==> src/rtl/bit_deserializer8.sv <==
// ----------------------------------------------------------------------------
// bit_deserializer8
//
// Serial-to-parallel collector. One data bit is accepted per valid/ready
// handshake on the serial side. Bits are assembled into a WIDTH-bit word, and
// the finished word is presented on a registered valid/ready output port. It
// sits between a bit-serial source and word-wide datapath logic, such as the
// 8-way reduction and mux gates that consume 8-bit buses.
//
// Parameters
//   WIDTH      bits per assembled word (>= 2)
//   MSB_FIRST  0: first accepted bit lands in out[0]
//              1: first accepted bit lands in out[WIDTH-1]
//
// Ports
//   clk        rising-edge clock
//   reset      asynchronous, active-high reset (synchronous release expected)
//   in         serial data bit
//   in_valid   'in' carries a bit this cycle
//   in_ready   block accepts 'in' this cycle. This is combinational from
//              out_ready.
//   out        assembled word (registered)
//   out_valid  'out' holds a word that has not been consumed
//   out_ready  sink consumes 'out' this cycle
//   bit_cnt    number of bits already collected toward the next word
//   out_any    (only with ANY_FLAG_EN) OR-reduction of the word, registered
//              together with 'out'
//
// Build option
//   ANY_FLAG_EN  When this macro is defined, the out_any port and its
//                register are added. When it is undefined, both are absent.
// ----------------------------------------------------------------------------
`timescale 1ns/1ps

module bit_deserializer8 #(
   parameter int WIDTH     = 8,
   parameter bit MSB_FIRST = 1'b0
) (
   input  logic                     clk,
   input  logic                     reset,
   input  logic                     in,
   input  logic                     in_valid,
   output logic                     in_ready,
   output logic [WIDTH-1:0]         out,
   output logic                     out_valid,
   input  logic                     out_ready,
   output logic [$clog2(WIDTH)-1:0] bit_cnt
`ifdef ANY_FLAG_EN
   ,
   output logic                     out_any
`endif
);

   localparam int            CW       = $clog2(WIDTH);
   localparam logic [CW-1:0] LAST_IDX = CW'(WIDTH - 1);

   typedef enum logic [1:0] {
      IDLE  = 2'd0,
      SHIFT = 2'd1,
      STALL = 2'd2
   } state_t;

   state_t            state;
   state_t            state_nxt;

   logic [WIDTH-1:0]  shift_reg;
   logic [WIDTH-1:0]  word_nxt;
   logic              last_bit;
   logic              accept;
   logic              load;
   logic              drain;

   // Returns 'word' with bit 'b' written at the position that belongs to
   // the idx-th accepted bit. The bit order is chosen by MSB_FIRST.
   function automatic logic [WIDTH-1:0] place_bit(
      input logic [WIDTH-1:0] word,
      input logic [CW-1:0]    idx,
      input logic             b
   );
      logic [WIDTH-1:0] w;
      logic [CW-1:0]    pos;
      w   = word;
      pos = MSB_FIRST ? (LAST_IDX - idx) : idx;
      w[pos] = b;
      return w;
   endfunction

   // ---- handshake decode --------------------------------------------------
   assign last_bit = (bit_cnt == LAST_IDX);

   // Only the completing bit is held back, and only while the previous word
   // is still waiting. The earlier bits go into shift_reg and never disturb
   // 'out'. This lets a new word build up while the sink is slow.
   assign in_ready = !(last_bit && out_valid && !out_ready);
   assign accept   = in_valid && in_ready;
   assign load     = accept && last_bit;
   assign drain    = out_valid && out_ready;
   assign word_nxt = place_bit(shift_reg, bit_cnt, in);

   // ---- stage boundary: collect bits / load word --------------------------
   always_ff @(posedge clk or posedge reset) begin
      if (reset) begin
         bit_cnt   <= '0;
         shift_reg <= '0;
         out       <= '0;
         out_valid <= 1'b0;
`ifdef ANY_FLAG_EN
         out_any   <= 1'b0;
`endif
      end else begin
         if (accept) begin
            if (last_bit) begin
               // The finished word moves to the output. The collector is
               // cleared, so the next word starts from all zeros.
               bit_cnt   <= '0;
               shift_reg <= '0;
               out       <= word_nxt;
`ifdef ANY_FLAG_EN
               out_any   <= |word_nxt;
`endif
            end else begin
               bit_cnt   <= bit_cnt + CW'(1);
               shift_reg <= word_nxt;
            end
         end

         // If a load and a drain happen on the same edge, the load wins.
         // The old word is consumed, the new word replaces it, and no
         // invalid cycle appears in between.
         if (load) begin
            out_valid <= 1'b1;
         end else if (drain) begin
            out_valid <= 1'b0;
         end
      end
   end

   // ---- control FSM: state register ---------------------------------------
   always_ff @(posedge clk or posedge reset) begin
      if (reset) begin
         state <= IDLE;
      end else begin
         state <= state_nxt;
      end
   end

   // ---- control FSM: next state -------------------------------------------
   // IDLE  : no bits are collected yet.
   // SHIFT : a word is partly collected, or its last bit can still go in.
   // STALL : the last bit is held back by a word that is still pending.
   always_comb begin
      state_nxt = state;
      case (state)
         IDLE: begin
            // WIDTH >= 2, so the first bit can never complete a word.
            if (accept) begin
               state_nxt = SHIFT;
            end
         end
         SHIFT: begin
            if (load) begin
               state_nxt = IDLE;
            end else if (last_bit && !in_ready) begin
               state_nxt = STALL;
            end
         end
         STALL: begin
            if (load) begin
               state_nxt = IDLE;
            end else if (in_ready) begin
               // The sink drained, but no bit was offered. The last bit is
               // now free to enter, so the FSM goes back to collecting.
               state_nxt = SHIFT;
            end
         end
         default: begin
            state_nxt = IDLE;
         end
      endcase
   end

endmodule

==> config.mk <==
export PLATFORM = sky130hd
export DESIGN_NAME = bit_deserializer8
export DESIGN_NICKNAME = d
export VERILOG_FILES = /design/src/rtl/bit_deserializer8.sv
export SDC_FILE = /design/constraint.sdc
export NUM_CORES = 1
export LEC_CHECK = 0
export BUFFER_PORTS_ARGS = -buffer_cell sky130_fd_sc_hd__buf_2
export CAP_MARGIN = 20
export CORE_MARGIN = 2
export CORE_UTILIZATION = 48
export DETAILED_ROUTE_END_ITERATION = 8
export GPL_TIMING_DRIVEN = 0
export PLACE_DENSITY_LB_ADDON = 0.08
export SLEW_MARGIN = 10
export SYNTH_ARGS = -nofsm -noshare
export SYNTH_HDL_FRONTEND = slang
export SYNTH_SLANG_ARGS = --single-unit
==> constraint.sdc <==
create_clock -name clk -period 2.1 [get_ports clk]
set_clock_uncertainty 0.1 [all_clocks]
set_input_delay 0.525 -clock clk [delete_from_list [all_inputs] [get_ports clk]]
set_output_delay 0.525 -clock clk [all_outputs]
set_load 0.005 [all_outputs]
==> flow_metrics.env <==
export IMPL_postRouteAntennaNets=0
export IMPL_busiest_layer="met2"
export IMPL_wl_per_cell_um=13.84
export IMPL_hold_path_class="input port to async pin"
export IMPL_cts_max_level=1
export IMPL_vias=750
export IMPL_drc=0
export IMPL_ys_types=23
export IMPL_setup_violations=0
export IMPL_fin_nets=115
export IMPL_cts_buffers=3
export IMPL_track_usage=0.1745
export IMPL_crit_path_start_kind="register"
export IMPL_p_per_area_mw_per_mm2=1266
export IMPL_num_rows=16
export IMPL_reg2reg_to="bit_cnt[1]"
export IMPL_grt_setup_unrepaired="false"
export IMPL_crit_type="register to primary output"
export IMPL_grt_pass1_vias=676
export IMPL_slew_headroom=0.4859
export IMPL_finalHoldViolations=0
export IMPL_use_met1=0.2346
export IMPL_antenna_found_initial=0
export IMPL_ys_ff_latch=20
export IMPL_first_pass_iters=4
export IMPL_p_int_w=0.001046
export IMPL_sw_frac_of_total=0.3174
export IMPL_die_area_mm2=0.002557
export IMPL_outcome="finished clean"
export IMPL_cap_violations=0
export IMPL_fin_ws_ps=112.7
export IMPL_drt_iter0_markers=8
export IMPL_synth_cells=86
export IMPL_gp_congestion=0.7709
export IMPL_grt_pass1_wl_um=3236
export IMPL_io_pins=18
export IMPL_cp_arrival_ps=1360
export IMPL_die_h_um=50.57
export IMPL_synthToLayoutAreaGrowth_pct=16.35
export IMPL_p_sw_w=0.0004866
export IMPL_clock_latency_ps=310
export IMPL_rrSetupSlack_ps=240
export IMPL_core_area_mm2=0.002002
export IMPL_routed_wl_um=1854
export IMPL_total_leakage_power_nw=0.6188
export IMPL_layout_drive_gt1_share=0.4299
export IMPL_finalPower_w=0.001533
export IMPL_ys_seq_area_frac=0.4808
export IMPL_r2r_cells=6
export IMPL_seqPwrFrac=0.411
export IMPL_grt_start_max_net_pins=21
export IMPL_drv_slew=0
export IMPL_clkTransAtPathRegs_ps=110
export IMPL_ys_warnings_count=0
export IMPL_hpwl_um=1257
export IMPL_grt_overflow=0
export IMPL_peakVddDrop_mv=0.6680
export IMPL_fin_crit_ps=1987
export IMPL_p_clk_frac=0.149
export IMPL_portBuffers=16
export IMPL_synth_avg_cell_area_um2=12.10
export IMPL_fill_cells=179
export IMPL_worst_slew_pin_slew_ps=770.3
export IMPL_cts_tree="built"
export IMPL_regToRegStartpoint="bit_cnt[0]"
export IMPL_clock_fmax_mhz=503.2
export IMPL_root_buffer="clkbuf_4"
export IMPL_cp_required_ps=1470
export IMPL_antenna_cells=0
export IMPL_use_met3=0.03571
export IMPL_grt_use_met2=0.2566
export IMPL_synthesis_area_mm2=0.001041
export IMPL_worst_setup_path_end_kind="primary output"
export IMPL_setup_tns_final_ps=0
export IMPL_clock_sinks=20
export IMPL_start_util=0.5200
export IMPL_p_comb_frac=0.440
export IMPL_period_share=0.9463
export IMPL_vias_per_cell=5.597
export IMPL_cp_max_fo=7
export IMPL_dp_worst_setup_slack_ps=122.1
export IMPL_die_w_um=50.57
export IMPL_syn_num_nets=93
export IMPL_cts_path_max_buffers=2
## cell families after synthesis
group	synth area share
mux	0.2127
simple gates	0.1478
flops	0.4808
buf+inv	0.04206
compound gates	0.09255
fa+ha+maj	0.02403
## through the flow
stage	instance area, µm²	util	hold slack [ps]	instances
6_report	1211	0.6050	231.9	134
5_1_grt	1211	0.6050	305.9	134
4_1_cts	1201	0.6000	244.2	134
3_5_place_dp	1155	0.5769	382.7	129
3_3_place_gp	1155	0.5769	369.9	129
2_1_floorplan	1041	-	361.9	86
## routing by layer
metal,routed length [µm],up-vias
met5,0,-
met4,30,0
met3,80,4
met2,781,17
met1,961,367
li1,-,362
## cells in the final DEF, fill, tap and decap left out, drive strengths merged
cell / n
dfrtp: 20
buf: 20
clkbuf: 8
nand2: 3
inv: 1
ha: 2
and3: 5
or3b: 1
a211o: 5
nand3b: 5
nand3: 1
a32o: 3
nor3b: 2
nand2b: 1
nor2b: 2
nor2: 5
nor3: 1
mux2: 19
o211ai: 3
## power by group through the flow
stage / combinational, W / clock (W) / sequential, W
2_1_floorplan: 0.000479 / 0 / 0.000640
3_3_place_gp: 0.000655 / 0 / 0.000629
3_5_place_dp: 0.000669 / 0 / 0.000636
4_1_cts: 0.000675 / 0.000243 / 0.000628
5_1_grt: 0.000754 / 0.000254 / 0.000653
6_report: 0.000675 / 0.000228 / 0.000630
## Yosys cell counts, drive strengths merged
cell type   n  area [µm²]
nor3b       2       15.01
nor2b       2       12.51
and3        5       31.28
a211o       5       43.79
a32o        3       30.03
nor2        5       18.77
nand2       3       11.26
or3b        1       11.26
nand3       1       5.000
ha          2       25.02
mux2       19       221.5
clkbuf      4       16.26
buf         3       23.77
o211ai      3       22.52
dfrtp      20       500.5
nand3b      5       37.54
nor3        1       5.000
nand2b      1       6.260
inv         1       3.750
## area by class of cell
type	count	area [µm²]	area share
clock buffer	4	36.28	0.02996
multi-input combinational	58	509.2	0.4205
timing repair buffer	17	87.58	0.07231
inverter	1	3.754	0.003099
tap	27	33.78	0.02789
sequential	20	500.5	0.4132
buffer	7	40.04	0.03306
## how the worst max path moves through the flow
| stage | slack [ps] | from | end |
|---|---|---|---|
| floorplan | 370 | bit_cnt[0] | bit_cnt[1] |
| global placement | 170 | bit_cnt[0] | bit_cnt[1] |
| detailed placement | 120 | bit_cnt[0] | bit_cnt[1] |
| CTS | 70 | bit_cnt[0] | in_ready |
| global route | 20 | bit_cnt[0] | in_ready |
| finish | 110 | bit_cnt[0] | in_ready |
## critical path: stages (launching register included)
cell and delay [ps]:
dfrtp_1 420, ha_1 240, ha_4 190, nand3b_1 90, buf_2 110
## timing repair
item	4_1_cts	5_1_grt
buffers inserted	1	0
pin swaps	1	0
resized for setup	1	1
hold buffers	0	0
setup endpoints to repair	1	1
Power figures use the tool's default switching activity.
